===== src/rtl/mdu_hilo.sv =====
// Iterative multiply/divide unit owning the architectural HI/LO registers.
// Optional MADD/MADDU (md_op 110/111) accumulate into HI/LO when MDU_MADD_EN is defined.
module mdu_hilo #(
  parameter int unsigned WIDTH = 32,
  parameter int unsigned ITER  = 32
) (
  input  logic             clk,
  input  logic             rst_n,
  input  logic             start,
  input  logic [2:0]       md_op,
  input  logic [WIDTH-1:0] op1,
  input  logic [WIDTH-1:0] op2,
  output logic             busy,
  output logic             done,
  output logic [WIDTH-1:0] high,
  output logic [WIDTH-1:0] low
);

  localparam int unsigned CntW = (ITER > 1) ? $clog2(ITER) : 1;
  localparam logic [CntW-1:0] CntLast = CntW'(ITER - 1);

  typedef enum logic [1:0] {StIdle, StPrep, StRun, StFix} state_e;

  state_e             state_q, state_d;
  logic [2:0]         op_q, op_d;
  logic [WIDTH-1:0]   op1_q, op1_d;
  logic [WIDTH-1:0]   op2_q, op2_d;
  logic [WIDTH-1:0]   opb_q, opb_d;
  logic [2*WIDTH-1:0] acc_q, acc_d;
  logic [CntW-1:0]    cnt_q, cnt_d;
  logic               neg_q, neg_d;
  logic               dneg_q, dneg_d;
  logic [WIDTH-1:0]   high_q, high_d;
  logic [WIDTH-1:0]   low_q, low_d;
  logic               done_q, done_d;

  logic               is_div, is_signed, op_ok;
  logic [WIDTH-1:0]   mag1, mag2, addend;
  logic [WIDTH:0]     mul_sum, div_rsh;
  logic [WIDTH-1:0]   div_diff;
  logic               div_ge;
  logic [2*WIDTH-1:0] prod;
  logic [WIDTH-1:0]   quot, rem;

  assign is_div    = (op_q[2:1] == 2'b01);
  assign is_signed = ~op_q[0];
  assign mag1      = (is_signed && op1_q[WIDTH-1]) ? -op1_q : op1_q;
  assign mag2      = (is_signed && op2_q[WIDTH-1]) ? -op2_q : op2_q;

  // Multiply: acc = {partial high, remaining multiplier bits}; add then shift right.
  assign addend  = acc_q[0] ? opb_q : '0;
  assign mul_sum = {1'b0, acc_q[2*WIDTH-1:WIDTH]} + {1'b0, addend};

  // Divide: acc = {remainder, dividend/quotient}; shift left, trial-subtract the divisor.
  assign div_rsh  = {acc_q[2*WIDTH-1:WIDTH], acc_q[WIDTH-1]};
  assign div_ge   = (div_rsh >= {1'b0, opb_q});
  assign div_diff = div_rsh[WIDTH-1:0] - opb_q;

  assign prod = neg_q  ? -acc_q : acc_q;
  assign quot = neg_q  ? -acc_q[WIDTH-1:0] : acc_q[WIDTH-1:0];
  assign rem  = dneg_q ? -acc_q[2*WIDTH-1:WIDTH] : acc_q[2*WIDTH-1:WIDTH];

`ifdef MDU_MADD_EN
  assign op_ok = 1'b1;
`else
  assign op_ok = ~md_op[2];
`endif

  always_comb begin
    state_d = state_q;
    op_d    = op_q;
    op1_d   = op1_q;
    op2_d   = op2_q;
    opb_d   = opb_q;
    acc_d   = acc_q;
    cnt_d   = cnt_q;
    neg_d   = neg_q;
    dneg_d  = dneg_q;
    high_d  = high_q;
    low_d   = low_q;
    done_d  = 1'b0;

    unique case (state_q)
      StIdle: begin
        if (start) begin
          if (md_op == 3'b100) begin
            high_d = op1;
          end else if (md_op == 3'b101) begin
            low_d = op1;
          end else if (op_ok) begin
            op_d    = md_op;
            op1_d   = op1;
            op2_d   = op2;
            state_d = StPrep;
          end
        end
      end
      StPrep: begin
        if (is_div) begin
          acc_d = {{WIDTH{1'b0}}, mag1};
          opb_d = mag2;
        end else begin
          acc_d = {{WIDTH{1'b0}}, mag2};
          opb_d = mag1;
        end
        neg_d   = is_signed & (op1_q[WIDTH-1] ^ op2_q[WIDTH-1]);
        dneg_d  = is_signed & op1_q[WIDTH-1];
        cnt_d   = '0;
        state_d = StRun;
      end
      StRun: begin
        if (is_div) begin
          acc_d = {(div_ge ? div_diff : div_rsh[WIDTH-1:0]), acc_q[WIDTH-2:0], div_ge};
        end else begin
          acc_d = {mul_sum, acc_q[WIDTH-1:1]};
        end
        cnt_d = cnt_q + 1'b1;
        if (cnt_q == CntLast) state_d = StFix;
      end
      StFix: begin
        if (is_div) begin
          low_d  = quot;
          high_d = rem;
        end else begin
`ifdef MDU_MADD_EN
          if (op_q[2]) {high_d, low_d} = {high_q, low_q} + prod;
          else         {high_d, low_d} = prod;
`else
          {high_d, low_d} = prod;
`endif
        end
        done_d  = 1'b1;
        state_d = StIdle;
      end
      default: state_d = StIdle;
    endcase
  end

  always_ff @(posedge clk or negedge rst_n) begin
    if (!rst_n) begin
      state_q <= StIdle;
      op_q    <= '0;
      op1_q   <= '0;
      op2_q   <= '0;
      opb_q   <= '0;
      acc_q   <= '0;
      cnt_q   <= '0;
      neg_q   <= 1'b0;
      dneg_q  <= 1'b0;
      high_q  <= '0;
      low_q   <= '0;
      done_q  <= 1'b0;
    end else begin
      state_q <= state_d;
      op_q    <= op_d;
      op1_q   <= op1_d;
      op2_q   <= op2_d;
      opb_q   <= opb_d;
      acc_q   <= acc_d;
      cnt_q   <= cnt_d;
      neg_q   <= neg_d;
      dneg_q  <= dneg_d;
      high_q  <= high_d;
      low_q   <= low_d;
      done_q  <= done_d;
    end
  end

  assign busy = (state_q != StIdle);
  assign done = done_q;
  assign high = high_q;
  assign low  = low_q;

endmodule


===== config.mk =====
export PLATFORM = sky130hd
export DESIGN_NAME = mdu_hilo
export DESIGN_NICKNAME = d
export VERILOG_FILES = /design/src/rtl/mdu_hilo.sv
export SDC_FILE = /design/constraint.sdc
export NUM_CORES = 1
export LEC_CHECK = 0
export ABC_AREA = 0
export CORE_MARGIN = 2
export CORE_UTILIZATION = 54
export CTS_CLUSTER_SIZE = 16
export DETAILED_ROUTE_END_ITERATION = 12
export GPL_ROUTABILITY_DRIVEN = 1
export PLACE_DENSITY = 0.78
export SYNTH_ARGS = -nofsm -noshare
export SYNTH_HDL_FRONTEND = slang
export SYNTH_SLANG_ARGS = --single-unit
export TNS_END_PERCENT = 20

===== constraint.sdc =====
create_clock -name clk -period 3.4 [get_ports clk]
set_input_delay 0.85 -clock clk [delete_from_list [all_inputs] [get_ports clk]]
set_output_delay 0.85 -clock clk [all_outputs]
set_load 0.05 [all_outputs]

Yosys cells after proc, flatten, opt, wreduce, memory -nomap -nowiden
Index checks and enable logic that the tools add are counted.
{"block": "totals", "reg_bits": 236, "inputBits": 70, "out_inout_bits": 66}
{"block": "classes", "n_addsub": 8, "magnitude_cmp": 1, "n_eq_ne": 13, "mux": 28, "n_bitwise": 7, "n_reduce_logical": 10}
{"cell": "$mux 32", "count": 15}
{"cell": "$mux 64", "count": 2}
{"cell": "$neg 32->32", "count": 4}
{"cell": "$pmux 32 s2", "count": 2}
{"cell": "$pmux 64 s2", "count": 1}
{"cell": "$neg 64->64", "count": 1}
{"cell": "$add 32x32->33", "count": 1}
{"cell": "$ge 33x32->1", "count": 1}
{"cell": "$sub 32x32->32", "count": 1}
{"cell": "$ne 2x2->1 const B", "count": 7}
{"cell": "$mux 2", "count": 5}
{"cell": "$pmux 5 s2", "count": 1}
{"cell": "$reduce_and 5->1", "count": 2}
{"cell": "$pmux 2 s4", "count": 1}
{"cell": "$eq 3x3->1 const B", "count": 2}
{"cell": "$reduce_bool 2->1", "count": 3}
{"cell": "$add 5x1->5 const B", "count": 1}
{"cell": "$eq 5x5->1 const B", "count": 1}
{"cell": "$eq 2x2->1 const B", "count": 2}
{"cell": "$not 1->1", "count": 4}
{"cell": "$reduce_and 4->1", "count": 1}
{"cell": "$reduce_and 3->1", "count": 1}
{"cell": "$and 1x1->1", "count": 2}
{"cell": "$eq 2x1->1 const B", "count": 1}
{"cell": "other kinds (4)", "count": 5}

Longest topological paths before layout
{"block": "logic_depth", "ltp_word": 5, "mapped_depth": 14}

Worst setup path after synthesis
OpenSTA, ideal clock, no wires.
{"block": "synth_timing", "path_kind": "register to register", "startpoint": "register acc_q[0]", "endpoint": "register acc_q[60]", "setup_time_ps": 130, "t_arrival_ps": 3207, "setup_slack_ps": 63, "stages_incl_launch_ff": 15, "synth_period_minus_slack_ps": 3337, "path_cell_list": "dfrtp_1 inv_1 clkbuf_1 nor2_1 ha_1 clkbuf_1 a211oi_1 o21ai_0 a221o_1 a221oi_1 a21boi_1 o311ai_0 xor2_1 a22oi_1 o21ai_0"}
{"block": "synth_via", "elab_chain_len": 4}
{"element": "start: declaration", "line": "29", "text": "logic [2*WIDTH-1:0] acc_q, acc_d;"}
{"element": "start signal: assignment", "line": "146", "text": "acc_q <= '0;"}
{"element": "start signal: assignment", "line": "159", "text": "acc_q <= acc_d;"}
{"element": "$mux 32", "line": "51", "text": "assign addend = acc_q[0] ? opb_q : '0;"}
{"element": "$add 32x32->33", "line": "52", "text": "assign mul_sum = {1'b0, acc_q[2*WIDTH-1:WIDTH]} + {1'b0, addend};"}
{"element": "$mux 64", "line": "112", "text": "if (is_div) begin"}
{"element": "$pmux 64 s2", "line": "83", "text": "unique case (state_q)"}
No other way between the ends.
A chain may end at the register's enable or synchronous reset.

Final worst setup path
{"block": "layout_timing", "startpoint": "register state_q[0]", "endpoint": "output busy"}
{"block": "layout_via", "elab_chain_len": 1}
{"element": "start: declaration", "line": "24", "text": "state_e state_q, state_d;"}
{"element": "start signal: assignment", "line": "141", "text": "state_q <= StIdle;"}
{"element": "start signal: assignment", "line": "154", "text": "state_q <= state_d;"}
{"element": "$reduce_bool 2->1", "line": "169", "text": "assign busy = (state_q != StIdle);"}
{"element": "end: declaration", "line": "13", "text": "output logic busy,"}
No other way between the ends.

==> out/results.env <==
WORST_PIN_SLEW_PS=1187
SYNTH-ASYNC-RESET-RATIO_PCT=100.0
CP-START-KIND='flop'
CTS_HTREE_LEVELS=1
ROWS=65
CLK_LATENCY_PS=560
PLACE_INST=2601
SYNTHDISTINCTLIBCELLS=77
SYNTH.TOP_CELLS.BY_COUNT='sky130_fd_sc_hd__dfrtp_1 (236), sky130_fd_sc_hd__nor2_1 (211), sky130_fd_sc_hd__nand2_1 (183)'
ROUTED-WL-MET2_MM=26.42
REPORT.FINAL.HOLD_VIOL_COUNT=0
DETAILEDPLACE.WORSTSLACK_PS=-57.20
SYNTH_MOST_COMMON_CELL='sky130_fd_sc_hd__dfrtp_1'
TRITONCTS_NUM_SINKS=236
GRT_USAGE_PCT=36.24
SYNTH_TOP_CELLS_BY_AREA='sky130_fd_sc_hd__dfrtp_1 (34%), sky130_fd_sc_hd__ha_1 (5.3%), sky130_fd_sc_hd__mux2_2 (4.8%)'
NUMPORTBUFFERS=135
PIN_COUNT_OF_THE_BIGGEST_NET_ENTERING_GLOBAL_ROUTING=94
MAX_FREQ_MHz=302.1
DR.MAX_LAYER_USED='met5'
CRIT_TYPE='reg -> out'
YOSYS.AREA.TOP_TYPE='sky130_fd_sc_hd__dfrtp_1'
MAXIMUM_FANOUT_ALONG_THE_WORST_PATH=6
WORST_HOLD_PATH_TYPE='in -> async'
SYNTH_EDF_COUNT=0
CRIT_REQUIRED_PS=2550
DP_HPWL_MM=46.41
TIMING.MAX_SLEW.REL_SLACK_PCT=20.70
ANTENNA_CELLS=0
SYNTHESIS.INSTANCES=1995
CLOCK_TREE.ROOT_CELL='sky130_fd_sc_hd__clkbuf_16'
SYN-NUM-NETS=2141
CTS_MAX_PATH_BUFS=3
CTS_HOLD_REPAIR.BUFFERS=0
SYNTH.CELL_AREA_SQ_UM=17320
DRT_PASS1_ITERATIONS=8
PERIOD_NEEDED_PS=3310
IOS=136
END_KIND='primary output'
AREA_GROWTH_SYN_TO_LAYOUT_PCT=22.81
CRITPATHARRIVALTIME_PS=2460
FP.DIEAREA_SQ_UM=33520
DIE_W_UM=183.1
TIMING_MAX_TRANSITION_VIOLATIONS_FINAL=0
DR_TOTAL_VIAS=17160
AREA_OF_THE_CORE_SQ_UM=31560
ROUTABILITYCONGESTION=0.9854
YS_FF_LATCH=236
SYN_AVG_CELL_AREA_SQ_UM=8.681
WIRELENGTH_MM=61.73
CLK_PIN_SLEW_WORST_PATHS_PS=60
TIMING.MAX_CAP.VIOLATIONS=0
CTS-BUFFERS-INSERTED=26
TIMING.FINAL.CRIT_SHARE_PCT=97.36
ROUTE.MET3.WL_MM=6.686
YS_WARN_COUNT=0
INITIAL_UTILIZATION_PCT=54.88
LAYOUT-DRIVE-GT1-SHARE_PCT=16.40
WIRELENGTH_MET1_MM=24.78
DRT-WIRELENGTH-PER-CELL_UM=23.22
SYNTH.TOP_CELL.AREA_SHARE_PCT=34.10
NUMBER_OF_GLOBAL_ROUTE_VIAS_BEFORE_REPAIR=16430
FIN_WORST_SKEW_PS=13.33
CORE_UTIL_FINAL_PCT=67.40
SHARE_OF_THE_YOSYS_CHIP_AREA_BELONGING_TO_REGISTERS_PCT=34.10
SETUP_WS_PS=89.93
TOTAL_GRT_OVERFLOW=0
FINAL-SETUP-VIOL-COUNT=0
DIE_H_UM=183.1
REG2REGPATHDEPTH=13
SYNTH_FF_TYPE='sky130_fd_sc_hd__dfrtp_1'
POSTROUTEANTENNANETS=0
FINAL_CELLS=2658
GRT_FIRST_PASS_WIRELENGTH_MM=94.01
FINISH.NET_COUNT=2383
DRCVIOLATIONCOUNT=0
CTS_TREE='built'
RUN_STATUS='finished, final reports clean'
GRT_SETUP_UNREPAIRED='no'
ANTENNA_FOUND_INITIAL=1
FIRST_ITER_VIOLATIONS=1915
DRT-VIAS-PER-INSTANCE=6.456
## metal layers
layer | track usage [%] | vias up
li1 | - | 7685
met1 | 49.32 | 8154
met2 | 55.35 | 1113
met3 | 6.791 | 206
met4 | 18.72 | 2
met5 | 0 | -
## metrics by stage
stage	setup TNS (ps)	hold WS (ps)	instance area, sq um
4_1_cts	-25.15	273.2	21060
5_1_grt	0	307.0	21270
3_5_place_dp	-231.2	464.9	20160
6_report	0	267.8	21270
2_1_floorplan	0	478.6	17320
3_3_place_gp	0	458.5	20160
## cell usage in the layout (no fill, tap or decap), types with 74 or more instances in the layout
cell type / Yosys / final
sky130_fd_sc_hd__a21oi_1: 157 / 150
sky130_fd_sc_hd__buf_4: 0 / 175
sky130_fd_sc_hd__clkdlybuf4s50_1: 0 / 134
sky130_fd_sc_hd__dfrtp_1: 236 / 235
sky130_fd_sc_hd__mux2_2: 74 / 74
sky130_fd_sc_hd__nand2_1: 183 / 183
sky130_fd_sc_hd__nor2_1: 211 / 208
sky130_fd_sc_hd__o21ai_0: 156 / 156
sky130_fd_sc_hd__xnor2_1: 92 / 92
sky130_fd_sc_hd__xor2_1: 80 / 80
## state kept, by name (all words and copies together) (netlist names)
| name | cells |
|---|---|
| neg_q | 1 |
| high | 32 |
| dneg_q | 1 |
| op_q | 2 |
| op2_q | 32 |
| low | 32 |
| acc_q | 64 |
| opb_q | 32 |
| state_q | 2 |
| done | 1 |
| op1_q | 32 |
| cnt_q | 5 |
## what timing repair did
action / in CTS / in global routing
gates cloned: 0 / 2
gates resized for setup: 9 / 21
buffers inserted: 0 / 8
pin swaps: 1 / 4
setup endpoints to repair: 8 / 49
## kinds of logic after synthesis
logic type                 after synthesis  synth area share [%]
and+or+nand+nor                        621                 16.73
AOI/OAI and AO/OA                      563                 20.28
DFF                                    236                 34.10
buffers and inverters                  177                 3.959
xor gates and xnor gates               172                 8.699
muxes                                  150                 10.65
adders and majority gates               76                 5.578
## path summary, 6_finish.rpt
check                           slack [ps]        end        from
worst min-delay path                   270   high[21]       rst_n
worst max-delay path                    90       busy  state_q[0]
worst min register to register         480    high[2]     high[2]
max in group asynchronous             2390     low[6]       rst_n
min in group clk                       480    high[2]     high[2]
worst max register to register         130  acc_q[48]   opb_q[15]
## critical path, cell delays in order, from the launching register on
cell and delay, ps:
sky130_fd_sc_hd__dfrtp_1 420, sky130_fd_sc_hd__inv_1 90, sky130_fd_sc_hd__ha_1 350, sky130_fd_sc_hd__inv_1 200, sky130_fd_sc_hd__clkdlybuf4s50_1 830
## final cells by class
type,instances,area (sq um)
multi-input combinational,1584,10930
fill,2471,10290
sequential,236,5907
timing repair buffer,317,2793
clock buffer,27,664.4
tap,402,503.0
inverter,72,270.3
clock inverter,20,197.7
Power is not shown: default switching activity piles up to over one toggle a cycle in this logic, so the estimate is an artifact.
==> patch, RTL diff (same flow settings) <==
Encoding of `state_e`: now one-hot (4 bits for 4 states).
--- a/src/rtl/mdu_hilo.sv
+++ b/src/rtl/mdu_hilo.sv
@@ -20,5 +20,5 @@
   localparam logic [CntW-1:0] CntLast = CntW'(ITER - 1);
 
-  typedef enum logic [1:0] {StIdle, StPrep, StRun, StFix} state_e;
+  typedef enum logic [3:0] {StIdle = 4'b0001, StPrep = 4'b0010, StRun = 4'b0100, StFix = 4'b1000} state_e;
 
   state_e             state_q, state_d;
Behaviour: no difference found for any inputs over 4 cycles, from zero or initial values and one cycle with rst_n low; so few cycles prove little.
==> patch against the original RTL <==
  * Worst setup slack got worse by 0.033 ns
  * Synthesized area increased by 1.2%
  * Critical path depth increased by 9
  * Clock skew increased by 0.015 ns
  * Wire length increased by 0.24%
  * Design area decreased by 2.7%
  * Sequential cell count increased by 2
  * Critical endpoint is now acc_q[62]
==> patch: results <==
group,metric,value,unit
outcome,status,"completed",
logic_synthesis,yosysUniqueCellTypes,88,
setup_path,critPathTopFamily,"compound AO/OA/AOI/OAI gates",
global_route,grt_pass1_wl,95.5,mm
logic_synthesis,synth-edff-count,0,
placed_design,dp_cells,2600,
setup_path,cp_slowest_stage_delay,0.45,ns
logic_synthesis,netlist_instances,2090,
global_route,grt_pass1_vias,16391,
placed_design,placedInstanceArea,19700,um2
global_route,grt_max_degree,96,
cts,cts_buffer_depth,3,
global_route,grtUsageTotal,36.7,%
final_layout,antenna_cells,0,
placed_design,io_buffers,135,
cts,numCtsBuffers,27,
setup_path,crit_slowest_cell,"fa_1",
logic_synthesis,ys.flop_type,"dfrtp_1",
logic_synthesis,syn_nets,2232,
final_layout,fillers,2703,
setup_path,cp_data_arrival_time,3.82,ns
logic_synthesis,synthArstFlopShare,100,%
sta,worst_slew_pin_slew,0.999,ns
placed_design,hpwl,47.7,mm
final_layout,top_register,"acc_q",
final_layout,final_cells,2650,
final_layout,final_layout_size_suffix_gt1_share,11.6,%
cts,clockRootBuffer,"clkbuf_16",
final_layout,largest_reg_flops,64,
logic_synthesis,yosysWarnings,0,
final_layout,final_nets,2369,
sta,clock-skew-final,0.0279,ns
placed_design,gp_congestion,0.983,
cts,clock_latency,0.58,ns
logic_synthesis,yosys-top-cells-area,"dfrtp_1 34%, nand2_1 5.9%, o21ai_0 5.6%",
routing,dr.pass1.iters,6,
logic_synthesis,synth_common_cells,"275 x nand2_1, 237 x dfrtp_1, 196 x o21ai_0, 194 x nor2_1, 134 x a21oi_1",
routing,wl,61.9,mm
logic_synthesis,synth_seq_area_share,34.0,%
cts,htree_levels,1,
routing,drt_iter0_drc,1873,
cts,clk_pin_slew_worst_paths,0.06,ns
power,p_leak,9.04,nW
power,ir_drop,503,uV
hold_path,min_path_type,"in2async",
global_route,antenna_found_initial,1,
power,swShare,47.9,%
routing,viasPerCell,6.43,
setup_path,path_max_fanout,4,
patch: cell types whose count changed after synthesis, moves of 13 or more:
cell,delta
o21ai_0,+40
nand2_1,+92
nor3_1,+20
o221ai_1,+39
a21oi_1,-23
o31ai_1,+16
mux4_2,-20
clkbuf_1,+20
mux2_2,-13
nor2_1,-17
patch: layout make-up:
cell class                 count  share of cell area, %
timing repair buffer         230                   10.4
tap                          402                   2.43
multi-input combinational   1655                   52.8
inverter                      75                   1.36
clock inverter                10                  0.587
clock buffer                  40                   3.60
sequential                   238                   28.8
patch: cell families (layout without fill, tap and decap cells):
kind of cell / count (synthesis) / after routing / synth area share, %
fa+ha+maj: 72 / 72 / 5.23
xor+xnor: 167 / 167 / 8.39
buf+inv: 197 / 355 / 4.34
mux: 128 / 128 / 7.75
simple gates: 689 / 689 / 18.4
flops: 238 / 238 / 34.0
compound gates: 599 / 599 / 21.9
patch: what timing repair did:
action / in CTS / in global routing
buffers inserted: 0 / 0
endpoints found under the hold margin: 0 / 0
endpoints found under the setup margin: 0 / 25
gates resized for setup: 0 / 20
patch: power groups by stage:
stage          sequential [mW]  combinational (mW)  clock (mW)
2_1_floorplan             5.19                6.00           0
3_3_place_gp              4.68                9.58           0
3_5_place_dp              4.73                9.69           0
4_1_cts                   4.68                9.74        2.94
5_1_grt                   4.82                10.7        3.07
6_report                  4.71                9.97        2.93
patch: final timing paths:
path	startpoint	endpoint	slack (ns)	cells past startpoint
setup / recovery	acc_q[31]	acc_q[62]	0.06	13
hold / removal	rst_n	op1_q[18]	0.24	1
setup reg to reg	acc_q[31]	acc_q[62]	0.06	13
hold reg to reg	high[12]	high[12]	0.48	2
max in group asynchronous	rst_n	high[27]	2.12	2
min in group clk	high[12]	high[12]	0.48	2
patch: through the flow:
stage               utilization (%)  power [mW]  setup slack, ns  hold WS (ns)
floorplan                         -        11.2            0.265         0.449
global placement               62.2        14.3            0.152         0.461
detailed placement             62.2        14.4           0.0500         0.469
CTS                            65.0        17.4           0.0262         0.275
global route                   65.2        18.6          -0.0366         0.288
finish                         65.2        17.6           0.0574         0.237
patch: layer usage:
layer	wire, um	vias up	track usage [%]	share of wire (%)
met3	5370	175	6.40	8.7
met4	3750	2	18.3	6.1
met2	26700	867	55.9	43
met5	14	-	0	0.023
met1	26000	8210	50.5	42
li1	-	7797	-	-
